===== config.mk =====
export PLATFORM = sky130hd
export DESIGN_NAME = maxpool_stream13
export DESIGN_NICKNAME = d
export VERILOG_FILES = /design/src/rtl/maxpool_stream13.sv
export SDC_FILE = /design/constraint.sdc
export NUM_CORES = 1
export LEC_CHECK = 0
export CORE_AREA = 2 2 77 98
export CTS_BUF_LIST = sky130_fd_sc_hd__clkbuf_4
export CTS_CLUSTER_SIZE = 8
export DETAILED_ROUTE_END_ITERATION = 7
export DIE_AREA = 0 0 79 100
export GPL_TIMING_DRIVEN = 0
export HOLD_SLACK_MARGIN = 0.06
export PLACE_DENSITY = 0.56
export SYNTH_ARGS = -nofsm -noshare
export SYNTH_HDL_FRONTEND = slang
export SYNTH_SLANG_ARGS = --single-unit

===== constraint.sdc =====
create_clock -name clk -period 2.8 [get_ports clk]
set_input_delay 0.42 -clock clk [delete_from_list [all_inputs] [get_ports clk]]
set_output_delay 0.42 -clock clk [all_outputs]
set_load 0.01 [all_outputs]

===== src/rtl/maxpool_stream13.sv =====
// Streaming global max-pool: reduces each channel's InputH*InputW signed pixels
// to one maximum and holds it until downstream accepts it.
module maxpool_stream13 #(
  parameter int DATA_WIDTH = 16,
  parameter int InputH     = 13,
  parameter int InputW     = 13,
  parameter int Depth      = 1
) (
  input  logic                                      clk,
  input  logic                                      rst_n,
  input  logic [DATA_WIDTH-1:0]                     in_data,
  input  logic                                      in_valid,
  input  logic                                      in_last,
  output logic                                      in_ready,
  output logic [DATA_WIDTH-1:0]                     out_data,
  output logic [((Depth > 1) ? $clog2(Depth) : 1)-1:0] out_ch,
  output logic                                      out_valid,
  input  logic                                      out_ready,
  output logic                                      frame_done,
  output logic                                      err,
  output logic [0:0]                                dbg_state_o
);

  localparam int NPIX  = InputH * InputW;
  localparam int PIX_W = (NPIX > 1) ? $clog2(NPIX) : 1;
  localparam int CH_W  = (Depth > 1) ? $clog2(Depth) : 1;

  localparam logic [0:0] ST_ACCUM = 1'b0;
  localparam logic [0:0] ST_HOLD  = 1'b1;

  // Handshake: a transfer happens on a rising edge where valid and ready are both 1.
  // in_ready is high only in ACCUM, out_valid only in HOLD, so the two never overlap.
  logic [0:0]            state_q, state_d;
  logic [PIX_W-1:0]      pix_cnt_q, pix_cnt_d;
  logic [CH_W-1:0]       ch_cnt_q, ch_cnt_d;
  logic [DATA_WIDTH-1:0] max_q, max_d;
  logic [DATA_WIDTH-1:0] out_data_q, out_data_d;
  logic [CH_W-1:0]       out_ch_q, out_ch_d;
  logic                  frame_done_q, frame_done_d;
  logic                  err_q, err_d;

  logic in_xfer;
  logic out_xfer;
  logic last_pix;
  logic last_ch;

  assign in_ready    = (state_q == ST_ACCUM);
  assign out_valid   = (state_q == ST_HOLD);
  assign out_data    = out_data_q;
  assign out_ch      = out_ch_q;
  assign frame_done  = frame_done_q;
  assign err         = err_q;
  assign dbg_state_o = state_q;

  assign in_xfer  = in_valid & in_ready;
  assign out_xfer = out_valid & out_ready;
  assign last_pix = (pix_cnt_q == PIX_W'(NPIX - 1));
  assign last_ch  = (ch_cnt_q == CH_W'(Depth - 1));

  always_comb begin
    state_d      = state_q;
    pix_cnt_d    = pix_cnt_q;
    ch_cnt_d     = ch_cnt_q;
    max_d        = max_q;
    out_data_d   = out_data_q;
    out_ch_d     = out_ch_q;
    err_d        = err_q;
    frame_done_d = 1'b0;

    if (in_xfer) begin
      // Pixel 0 seeds the max so the reset value of 0 never competes.
      if ((pix_cnt_q == '0) || ($signed(in_data) > $signed(max_q))) begin
        max_d = in_data;
      end
      // in_last is only checked against the count; it never ends a channel early.
      if (in_last != last_pix) begin
        err_d = 1'b1;
      end
      if (last_pix) begin
        pix_cnt_d  = '0;
        out_data_d = max_d;
        out_ch_d   = ch_cnt_q;
        state_d    = ST_HOLD;
      end else begin
        pix_cnt_d = pix_cnt_q + PIX_W'(1);
      end
    end

    if (out_xfer) begin
      state_d      = ST_ACCUM;
      ch_cnt_d     = last_ch ? '0 : ch_cnt_q + CH_W'(1);
      frame_done_d = last_ch;
    end
  end

  always_ff @(posedge clk or negedge rst_n) begin
    if (!rst_n) begin
      state_q      <= ST_ACCUM;
      pix_cnt_q    <= '0;
      ch_cnt_q     <= '0;
      max_q        <= '0;
      out_data_q   <= '0;
      out_ch_q     <= '0;
      frame_done_q <= 1'b0;
      err_q        <= 1'b0;
    end else begin
      state_q      <= state_d;
      pix_cnt_q    <= pix_cnt_d;
      ch_cnt_q     <= ch_cnt_d;
      max_q        <= max_d;
      out_data_q   <= out_data_d;
      out_ch_q     <= out_ch_d;
      frame_done_q <= frame_done_d;
      err_q        <= err_d;
    end
  end

endmodule


Yosys cells after proc, flatten, opt, wreduce, memory -nomap -nowiden
Cells that the tools add are included.
Cells by class
  multipliers: 0
  add/subtract/negate cells: 2
  bitwise gates (word level): 4
  reductions and logical operators: 7
  div/mod/pow operators: 0
  mux-type cells: 7
  magnitude comparators: 1
  shift operators: 0
  eq/ne operators: 2
Operators by type and width (count)
  > comparator 16 bit: 1
  2-to-1 mux 16 bit: 1
  adder 8 x 1 -> 8 bit (second input constant): 1
  == test 8 bit (second input constant): 1
  logical NOT 8 bit: 1
  2-to-1 mux 8 bit: 1
  AND reduction 2 bit: 3
  2-to-1 mux 1 bit: 5
  nonzero test 2 bit: 2
  bitwise AND 1 bit: 2
  inverter 1 bit: 2
  adder 1 bit (second input constant): 1
  logical OR 1 bit: 1
  inequality test 1 bit: 1
Word-level totals
  memories: 0
  memory bits (read-only): 0
  register bits: 45
  latch bits: 0
  input port bits: 21
  bits in writable memories: 0
  output and inout port bits: 22

Logic depth before layout (Yosys ltp)
Gate-level depths: netlist (run 1).
  word-level depth: 4
  depth in mapped cells: 11
  depth with buffers taken out: 9

Worst setup path before layout (run 1)
No wires, ideal clock.
  path type: input -> register
  start: input in_data[15]
  end: register max_q[10]
  arrival: 2.516 ns
  slack: 0.159 ns
  data required time: 2.675 ns
  stages on the path: 10
  path through: ha_1 nand4_1 or2_1 or4_4 o211ai_1 o211ai_2 buf_6 nand2_8 buf_12 mux2_4
On the way
  longest elaborated chain between the ends: 3
RTL lines
  from (decl): RTL line 11  | input logic [DATA_WIDTH-1:0] in_data,
  > comparator 16 bit: RTL line 72  | if ((pix_cnt_q == '0) || ($signed(in_data) > $signed(max_q))) begin
  logical OR 1 bit: RTL line 72
  2-to-1 mux 16 bit: RTL line 72
  to (signal assigned): RTL line 110  | max_q <= max_d;
  to (decl): RTL line 36  | logic [DATA_WIDTH-1:0] max_q, max_d;
No other way between the ends.
A chain may end at the register's enable or synchronous reset.

Worst setup path in the final report (run 1)
  start: register max_q[13]
  end: register out_data_q[4], in the netlist out_data[4]
On the way
  longest elaborated chain between the ends: 3
RTL lines
  > comparator 16 bit: RTL line 72
  logical OR 1 bit: RTL line 72
  2-to-1 mux 16 bit: RTL line 72
  to (signal assigned): RTL line 111  | out_data_q <= out_data_d;
  to (decl): RTL line 37  | logic [DATA_WIDTH-1:0] out_data_q, out_data_d;
No other way between the ends.

==> metrics.txt, run 1 <==
DP Worst Slack=-0.515 ns; power density cells=817 nW/µm²; Post-Syn Instances=222; share of layout cells above drive strength 1=0.180; number of antenna-violating nets in the routed design=0; CP Max Fanout=10; power share of the sequential group=0.356; r2r endpoint=out_data[4]; hold path depth=1; crit path cell chain=inv_1 -> ha_4 -> nand4_1 -> or2_4 -> or4_4 -> o211ai_1 -> o211ai_2 -> buf_6 -> buf_4 -> buf_12 -> mux2i_1 -> a21oi_1; CTS tree=yes; total track usage=0.136; max-slew violation count=0; Pwr Total=2.56 mW; Most used DFF post-synth=dfrtp_1; syn avg cell area=10.7 µm²; largest net degree at the start of global routing=27; asr flop ratio synth=1.00; Min Clock Period, post-route=2.70 ns; Setup violations, final=0; Period Utilization, post-route=0.965; Synth warnings=0; DPL Wire Length=3.53 mm; Peak VDD IR=0.000355 V; Synth top area share=0.452; Post-synth EDFFs=0; Logic pwr share=0.520; most common cell in the netlist=dfrtp_1; clk root buf=clkbuf_4; die height=100 µm; leading area contributor after synthesis=dfrtp_1; Max Freq=370 MHz; TritonCTS Buffers=5; Worst Hold End=err; Critical Path Sink Type=register; H-tree Lvls=2; R2R Path Start=max_q[13]; Worst Clk Skew=0.00756 ns; row count=35; Final #Nets=321; CP peak stage delay=0.54 ns; DR iter-0 viols=81; input/output buffers=41; Die X=79 µm; setup tns final=0 ns; vias in the first global route=1,782; Worst path slowest cell=or4_4; Starting Density=0.335; number of synthesized register bits=43; critical path arrival=2.95 ns; switching power=0.922 mW; Layout fillers=731; Int Pwr=1.64 mW; CTS Sinks=43; hold path startpoint=err; MaxCap Viol Count=0; final core occ=0.442; syn nets=261; core area=7090 µm²; total congestion overflow=0; clock buffer depth=2; Avg Vias per Cell=4.69; initial antenna violation count=0; number of diodes=0; First-pass DRT Iterations=4; RD Place Congestion=0.702; Sw Ratio=0.360; Clk pwr share=0.124; DRT Wirelength=5.06 mm; final hold vios=0; Yosys cell types=40; clk_lat worst skew=0.36 ns; die area=7900 µm²; worst setup margin=0.0987 ns; io pins=43; worst reg-to-reg setup slack=0.1 ns; synth top area cells=dfrtp_1 (45%), ha_1 (9.5%), mux2i_1 (6.7%), mux2_4 (6.3%), a21oi_1 (4.8%); Mapped Area=2380 µm²; final hold slack=0.482 ns; Layout area overhead=31.8%; Worst R2R Path Depth=12; worst setup path class=register to register; CP Data Required Time=3.05 ns; Worst-path clk slew=0.14 ns; crit path launch type=register; first-pass GRT wire length=8.47 mm; sequential area share after synthesis=0.452; routed via count=1,758; status=finished, final reports clean; Post-route DRC=0; Leakage=1.51 nW; commonest cells in the netlist=dfrtp_1 (43), nor2_1 (24), a21oi_1 (23); WL per Instance=13.5 µm; Hold WC Path Type=register to register
## critical path, delay by kind of cell, from the launching register on
| family | cells | cell delay [ns] |
|---|---|---|
| DFF | 1 | 0.39 |
| adders and majority gates | 1 | 0.27 |
| muxes | 1 | 0.17 |
| buffers and inverters | 4 | 0.51 |
| and+or+nand+nor | 3 | 0.92 |
| AOI/OAI and AO/OA | 3 | 0.34 |
## how the worst max path moves through the flow
stage | slack (ns) | endpoint | start | cells past startpoint
detailed placement | -0.51 | max_q[8] | in_data[15] | 11
CTS | 0.07 | out_data[4] | max_q[15] | 12
global placement | -0.51 | max_q[7] | in_data[15] | 11
global route | -0.03 | out_data[8] | max_q[13] | 12
finish | 0.1 | out_data[4] | max_q[13] | 12
floorplan | 0.16 | max_q[10] | in_data[15] | 10
## layout make-up
class,count,area [µm²],area share
repair buffers,53,527,0.168
flip-flops and latches,43,1080,0.343
well taps,92,115,0.0367
inverters,20,75.1,0.0240
clock inverters,3,20.0,0.00639
clock buffers,5,37.5,0.0120
plain buffers,11,93.8,0.0299
multi-input cells,148,1190,0.380
## cells in the final DEF (no fill, tap or decap), types with 4 or more instances in the layout
cell type | Yosys | layout
nand4_1 | 4 | 4
nand2_1 | 10 | 10
buf_4 | 2 | 10
dlygate4sd2_1 | 0 | 6
mux2_4 | 10 | 10
clkbuf_4 | 0 | 5
inv_1 | 20 | 19
a21oi_1 | 23 | 23
ha_1 | 18 | 15
nor2_1 | 24 | 24
mux2i_1 | 16 | 15
dfrtp_1 | 43 | 43
clkdlybuf4s50_1 | 0 | 34
## registers in the layout (all words and copies together) (netlist names)
| register | flops |
|---|---|
| dbg_state_o | 1 |
| out_data | 16 |
| max_q | 16 |
| pix_cnt_q | 8 |
| err | 1 |
| frame_done | 1 |
## repair_timing
action | 4_1_cts | 5_1_grt
endpoints found under the hold margin | 17 | 0
hold buffers | 1 | 0
cloned | 1 | 0
gates resized for setup | 9 | 13
pin swaps | 5 | 7
endpoints found under the setup margin | 14 | 29
setup buffers | 6 | 3
## metal layers
layer	routed length [µm]	up-vias	part of all wire	GRT usage
met2	2530	33	0.50	0.229
met3	145	8	0.029	0.0252
li1	-	887	-	-
met1	2290	830	0.45	0.177
met5	0	-	0	0
met4	99	0	0.020	0.0464
## per-stage QoR
step / std cells / cell area, µm²
after floorplan: 222 / 2380
after global placement: 355 / 2900
after detailed placement: 356 / 2920
after CTS: 372 / 3070
after global routing: 375 / 3130
final: 375 / 3130
## power groups by stage
stage / clock network, mW / registers, mW / logic, mW
3_3_place_gp: 0 / 0.927 / 1.09
2_1_floorplan: 0 / 0.897 / 0.898
4_1_cts: 0.335 / 0.910 / 1.26
6_report: 0.319 / 0.911 / 1.33
3_5_place_dp: 0 / 0.927 / 1.11
5_1_grt: 0.355 / 0.940 / 1.47
## kinds of logic (layout without fill, tap and decap cells)
family                   Yosys count  after routing  synth area share
AND/OR/NAND/NOR                   54             54             0.114
flip-flops                        43             43             0.452
AO/OA/AOI/OAI                     39             39            0.0984
multiplexers                      32             32             0.159
buffers and inverters             31             92            0.0658
adder cells (fa/ha/maj)           18             18            0.0947
XOR/XNOR                           4              4            0.0147
other                              1              1           0.00158
Power figures use the tool's default switching activity.
==> inputs of run 2 (changes only) <==
ABC_CLOCK_PERIOD_IN_PS = 2800   (was unset)
==> results of run 2 <==
No change in the layout: final DEF, timing and power equal those of run 1.
